<file path="config.mk">
export PLATFORM = sky130hd
export DESIGN_NAME = viterbi_traceback
export DESIGN_NICKNAME = d
export VERILOG_FILES = /design/src/rtl/viterbi_traceback.sv
export SDC_FILE = /design/constraint.sdc
export NUM_CORES = 1
export LEC_CHECK = 0
export CAP_MARGIN = 0
export CORE_MARGIN = 3
export CORE_UTILIZATION = 64
export CTS_BUF_LIST = sky130_fd_sc_hd__clkbuf_8
export DETAILED_ROUTE_END_ITERATION = 12
export GPL_TIMING_DRIVEN = 0
export HOLD_SLACK_MARGIN = 0.02
export PLACE_DENSITY_LB_ADDON = 0.08
export SYNTH_ARGS = -nofsm -noshare
export SYNTH_HDL_FRONTEND = slang
export SYNTH_SLANG_ARGS = --single-unit
</file>
<file path="constraint.sdc">
create_clock -name clk -period 3.1 [get_ports clk]
set_input_delay 0.465 -clock clk [delete_from_list [all_inputs] [get_ports clk]]
set_output_delay 0.465 -clock clk [all_outputs]
set_load 0.005 [all_outputs]
</file>
<file path="src/rtl/viterbi_traceback.sv">
// Block traceback unit for an 8-state (K=4) Viterbi decoder: stores one frame of ACS
// decision vectors, traces back from a supplied end state and streams the bits out in time order.
module viterbi_traceback #(
    parameter int TB_DEPTH = 16
) (
    input  logic       clk,
    input  logic       rst_n,
    input  logic [7:0] dec_in,
    input  logic       dec_valid,
    output logic       dec_ready,
    input  logic [2:0] start_state,
    output logic       bit_out,
    output logic       bit_valid,
    input  logic       bit_ready,
    output logic       frame_done
);

    localparam int PW = (TB_DEPTH > 1) ? $clog2(TB_DEPTH) : 1;
    localparam logic [PW-1:0] LAST_IDX = PW'(TB_DEPTH - 1);

    localparam logic [1:0] S_FILL   = 2'd0;
    localparam logic [1:0] S_TRACE  = 2'd1;
    localparam logic [1:0] S_OUTPUT = 2'd2;

    logic [1:0]    state_q, state_d;
    logic [PW-1:0] wr_ptr_q, wr_ptr_d;
    logic [PW-1:0] tb_ptr_q, tb_ptr_d;
    logic [PW-1:0] rd_ptr_q, rd_ptr_d;
    logic [2:0]    cur_state_q, cur_state_d;
    logic          frame_done_q, frame_done_d;

    logic [7:0] mem_q  [TB_DEPTH];
    logic       obuf_q [TB_DEPTH];

    logic dec_fire;
    logic bit_fire;
    logic sel;

    // The frame_done cycle still belongs to the finished frame, so FILL opens one cycle later.
    assign dec_ready  = (state_q == S_FILL) && !frame_done_q;
    assign bit_valid  = (state_q == S_OUTPUT);
    assign bit_out    = bit_valid & obuf_q[rd_ptr_q];
    assign frame_done = frame_done_q;

    assign dec_fire = dec_valid && dec_ready;
    assign bit_fire = bit_valid && bit_ready;
    assign sel      = mem_q[tb_ptr_q][cur_state_q];

    always_comb begin
        state_d      = state_q;
        wr_ptr_d     = wr_ptr_q;
        tb_ptr_d     = tb_ptr_q;
        rd_ptr_d     = rd_ptr_q;
        cur_state_d  = cur_state_q;
        frame_done_d = 1'b0;
        case (state_q)
            S_FILL: begin
                if (dec_fire) begin
                    wr_ptr_d = wr_ptr_q + 1'b1;
                    if (wr_ptr_q == LAST_IDX) begin
                        cur_state_d = start_state;
                        tb_ptr_d    = LAST_IDX;
                        wr_ptr_d    = '0;
                        state_d     = S_TRACE;
                    end
                end
            end
            S_TRACE: begin
                // Step to the surviving predecessor: the selection bit becomes the new MSB.
                cur_state_d = {sel, cur_state_q[2:1]};
                tb_ptr_d    = tb_ptr_q - 1'b1;
                if (tb_ptr_q == '0) begin
                    state_d  = S_OUTPUT;
                    rd_ptr_d = '0;
                end
            end
            S_OUTPUT: begin
                if (bit_fire) begin
                    rd_ptr_d = rd_ptr_q + 1'b1;
                    if (rd_ptr_q == LAST_IDX) begin
                        rd_ptr_d     = '0;
                        frame_done_d = 1'b1;
                        state_d      = S_FILL;
                    end
                end
            end
            default: state_d = S_FILL;
        endcase
    end

    always_ff @(posedge clk or negedge rst_n) begin
        if (!rst_n) begin
            state_q      <= S_FILL;
            wr_ptr_q     <= '0;
            tb_ptr_q     <= '0;
            rd_ptr_q     <= '0;
            cur_state_q  <= '0;
            frame_done_q <= 1'b0;
        end else begin
            state_q      <= state_d;
            wr_ptr_q     <= wr_ptr_d;
            tb_ptr_q     <= tb_ptr_d;
            rd_ptr_q     <= rd_ptr_d;
            cur_state_q  <= cur_state_d;
            frame_done_q <= frame_done_d;
        end
    end

    // Storage arrays carry no reset; their contents are only read after being written.
    always_ff @(posedge clk) begin
        if (dec_fire) begin
            mem_q[wr_ptr_q] <= dec_in;
        end
        if (state_q == S_TRACE) begin
            obuf_q[tb_ptr_q] <= cur_state_q[0];
        end
    end

endmodule

</file>
==> results.py <==
metrics = {
    "synth": {
        "synth-edff-count": 144,
        "ys_seq_area_frac": 0.711,
        "synth-seq-cells": 162,
        "yosys.area.top_type_share": 0.644,
        "yosys_warnings": 0,
        "syn-cell-area_mm2": 0.00671,
        "synth_ff_type": "edfxtp_1",
        "synthCells": 378,
        "syn_nets": 403,
        "synthArstFlopShare": 0.111,
        "ys_top_cells_by_area": "edfxtp_1 64%, mux4_2 11%, dfrtp_1 6.7%",
        "synthDominantAreaCellType": "edfxtp_1",
        "syn_area_per_cell_um2": 17.8,
        "yosysUniqueCellTypes": 38,
    },
    "floorplan": {
        "start_util": 0.671,
        "io_pins": 19,
        "die_x_um": 108,
        "core_area_mm2": 0.0100,
        "die_h_um": 108,
        "die_area_mm2": 0.0118,
        "rows": 36,
    },
    "timing": {
        "setup_viol": 0,
        "fmax_ghz": 0.335,
        "fin_setup_tns_ns": 0,
        "hold_viol_final": 0,
        "period_needed_ns": 2.99,
        "rsz0062_at_grt": "no",
        "period_share": 0.964,
        "slew_headroom": 0.413,
        "finalMaxSlewViolations": 0,
        "finClkSkew_ns": 0.00662,
        "tightest_slew_ns": 0.878,
    },
    "critical_path": {
        "crit_path_top_delay_cell": "mux4_2",
        "path_common_cell": "mux4_2",
        "endpoint_kind": "output port",
        "path_class": "flop to output port",
        "arrival_ns": 2.52,
        "crit_chain": "mux4_2, mux4_2, and2_1, clkdlybuf4s50_1",
        "cp.required_ns": 2.63,
        "max_stage_delay_ns": 0.55,
        "startpoint_type": "flop",
        "cp_max_fo": 6,
    },
    "run_status": {
        "run_status": "finished clean",
    },
    "pwr": {
        "power_density_mw_per_mm2": 583,
        "p_leak_nw": 2.63,
        "switching_share": 0.234,
        "vdd_ir_drop_max_uv": 382,
        "seq_power_share": 0.591,
        "pwr-share-clk": 0.313,
        "p_int_mw": 3.31,
        "p_switching_mw": 1.01,
        "combinationalPowerShare": 0.097,
    },
    "job": {
        "maxCapViolCount": 0,
    },
    "detailed_routing": {
        "ant_nets": 0,
        "dr.pass1.iters": 5,
        "wl_per_cell_um": 22.8,
        "drtIter0Drc": 331,
        "via_per_inst": 6.30,
        "drc": 0,
        "finalWirelength_um": 12800,
        "vias": 3530,
    },
    "placement": {
        "dp_hpwl_um": 8740,
        "postPlaceCellArea_mm2": 0.00706,
        "port_buffers": 18,
        "gp_congestion": 0.868,
    },
    "final_layout": {
        "antenna_cells": 0,
        "nets": 439,
        "final_area_mm2": 0.00741,
        "drive_gt1_frac": 0.187,
        "syn2layout_area_growth_pct": 10.4,
    },
    "cts": {
        "cts.sinks": 162,
        "numCtsBuffers": 17,
        "cts_tree": "built",
        "path_clk_slew_ns": 0.08,
        "ctsHoldBuffers": 0,
        "insertion_delay_ns": 0.44,
        "cts_buffer_depth": 2,
        "htreeDepth": 4,
        "cts_root_buf": "clkbuf_8",
    },
    "global_route": {
        "track_usage": 0.243,
        "grt_pass1_vias": 3542,
        "grt.overflow.total": 0,
        "antenna_found_initial": 0,
        "grt_max_degree": 22,
        "grt_pass1_wl_um": 20000,
    },
    "min_path": {
        "hold_class": "primary input to async pin",
    },
}
==> timing repair <==
item / CTS / global route
endpoints found under the setup margin: 1 / 1
setup buffers: 0 / 1
gates resized for setup: 1 / 0
hold endpoints to repair: 0 / 0
==> cells in the final DEF, fill, tap and decap left out, types with 3 or more instances in the layout <==
master           instances
clkinv_2                 4
nor2b_1                  4
edfxtp_1               144
clkbuf_1                 9
a21oi_1                  5
a22oi_1                  3
inv_1                   11
clkbuf_8                18
and3_1                  21
and2_1                  14
a211o_1                  4
xnor2_1                  3
nor2_1                   7
dfrtp_1                 17
nor3_1                   5
nand2_1                 21
mux2i_1                  8
clkinvlp_4               5
buf_2                    6
clkdlybuf4s50_1         18
a221oi_1                 3
o21ai_0                  9
o221ai_1                 3
ha_1                    10
mux2_2                   8
a22o_1                   4
nand4_1                  5
nand3_1                  8
mux4_2                  33
==> synth_stat cells, types with 4 or more instances <==
cell type / number
nor3_1: 5
nor2_1: 7
o21ai_0: 9
nor2b_1: 4
inv_1: 8
buf_2: 6
a22o_1: 4
nand2_1: 21
and3_1: 21
nand3_1: 8
mux2i_1: 8
and2_1: 14
edfxtp_1: 144
nand4_1: 5
mux2_2: 8
a21oi_1: 5
ha_1: 10
clkbuf_1: 10
dfrtp_1: 18
a211o_1: 4
mux4_2: 33
==> power by group through the flow <==
stage | clock network (mW) | registers, mW | logic (mW)
after global placement | 0 | 2.56 | 0.427
final | 1.35 | 2.55 | 0.417
after floorplan | 0 | 2.55 | 0.286
after CTS | 1.37 | 2.54 | 0.424
after global routing | 1.47 | 2.57 | 0.468
after detailed placement | 0 | 2.57 | 0.447
==> final timing paths <==
path	startpoint	endpoint	slack [ns]	cells past startpoint
max	rd_ptr_q[0]$_DFFE_PN0P_	bit_out	0.11	4
max reg2reg	tb_ptr_q[1]$_DFFE_PN0P_	rd_ptr_q[3]$_DFFE_PN0P_	0.39	10
min reg2reg	state_q[1]$_DFFE_PN0P_	state_q[0]$_DFFE_PN0P_	0.56	1
min in group clk	state_q[1]$_DFFE_PN0P_	state_q[0]$_DFFE_PN0P_	0.56	1
max in group asynchronous	rst_n	rd_ptr_q[0]$_DFFE_PN0P_	1.98	1
min	rst_n	cur_state_q[1]$_DFFE_PN0P_	0.52	1
==> per-layer routing <==
layer | vias to the layer above | wire (µm) | GRT usage
met3 | 17 | 699 | 0.0490
met1 | 1819 | 5400 | 0.341
met2 | 109 | 6430 | 0.386
li1 | 1585 | - | -
met4 | 0 | 221 | 0.0857
met5 | - | 0 | 0
==> worst max-delay path: cells and delay by family, from the launching register on <==
| family | cells | cell delay, ns |
|---|---|---|
| flip-flops | 1 | 0.47 |
| multiplexers | 2 | 1.02 |
| AND/OR/NAND/NOR | 1 | 0.16 |
| buffers and inverters | 1 | 0.43 |
==> cell families after synthesis <==
group           Yosys count  share of synthesized area
buf+inv                  27                     0.0185
compound gates           35                     0.0365
fa+ha+maj                10                     0.0186
xor+xnor                  3                    0.00392
mux                      49                      0.136
flops                   162                      0.711
simple gates             92                     0.0749
==> layout make-up <==
type / count / area (µm²)
sequential: 162 / 4780
fill: 650 / 2590
tap: 133 / 166
timing repair buffer: 19 / 188
clock inverter: 14 / 103
multi-input combinational: 189 / 1810
inverter: 8 / 30.0
clock buffer: 18 / 248
buffer: 17 / 86.3
==> flip-flops by register name (all words and copies together) (netlist names) <==
name	flops
mem_q	128
obuf_q	16
rd_ptr_q	4
tb_ptr_q	4
wr_ptr_q	4
cur_state_q	3
state_q	2
frame_done	1
==> metrics by stage <==
stage / hold slack [ns] / power (mW) / cells / setup WS, ns / utilization
6_report: 0.517 / 4.32 / 560 / 0.111 / 0.741
5_1_grt: 0.572 / 4.50 / 560 / 0.00712 / 0.741
4_1_cts: 0.512 / 4.33 / 560 / 0.0157 / 0.741
3_5_place_dp: 0.549 / 3.01 / 529 / 0.207 / 0.706
3_3_place_gp: 0.514 / 2.99 / 529 / 0.268 / 0.706
2_1_floorplan: 0.169 / 2.83 / 378 / 0.811 / -
(Power assumes the default switching activity.)
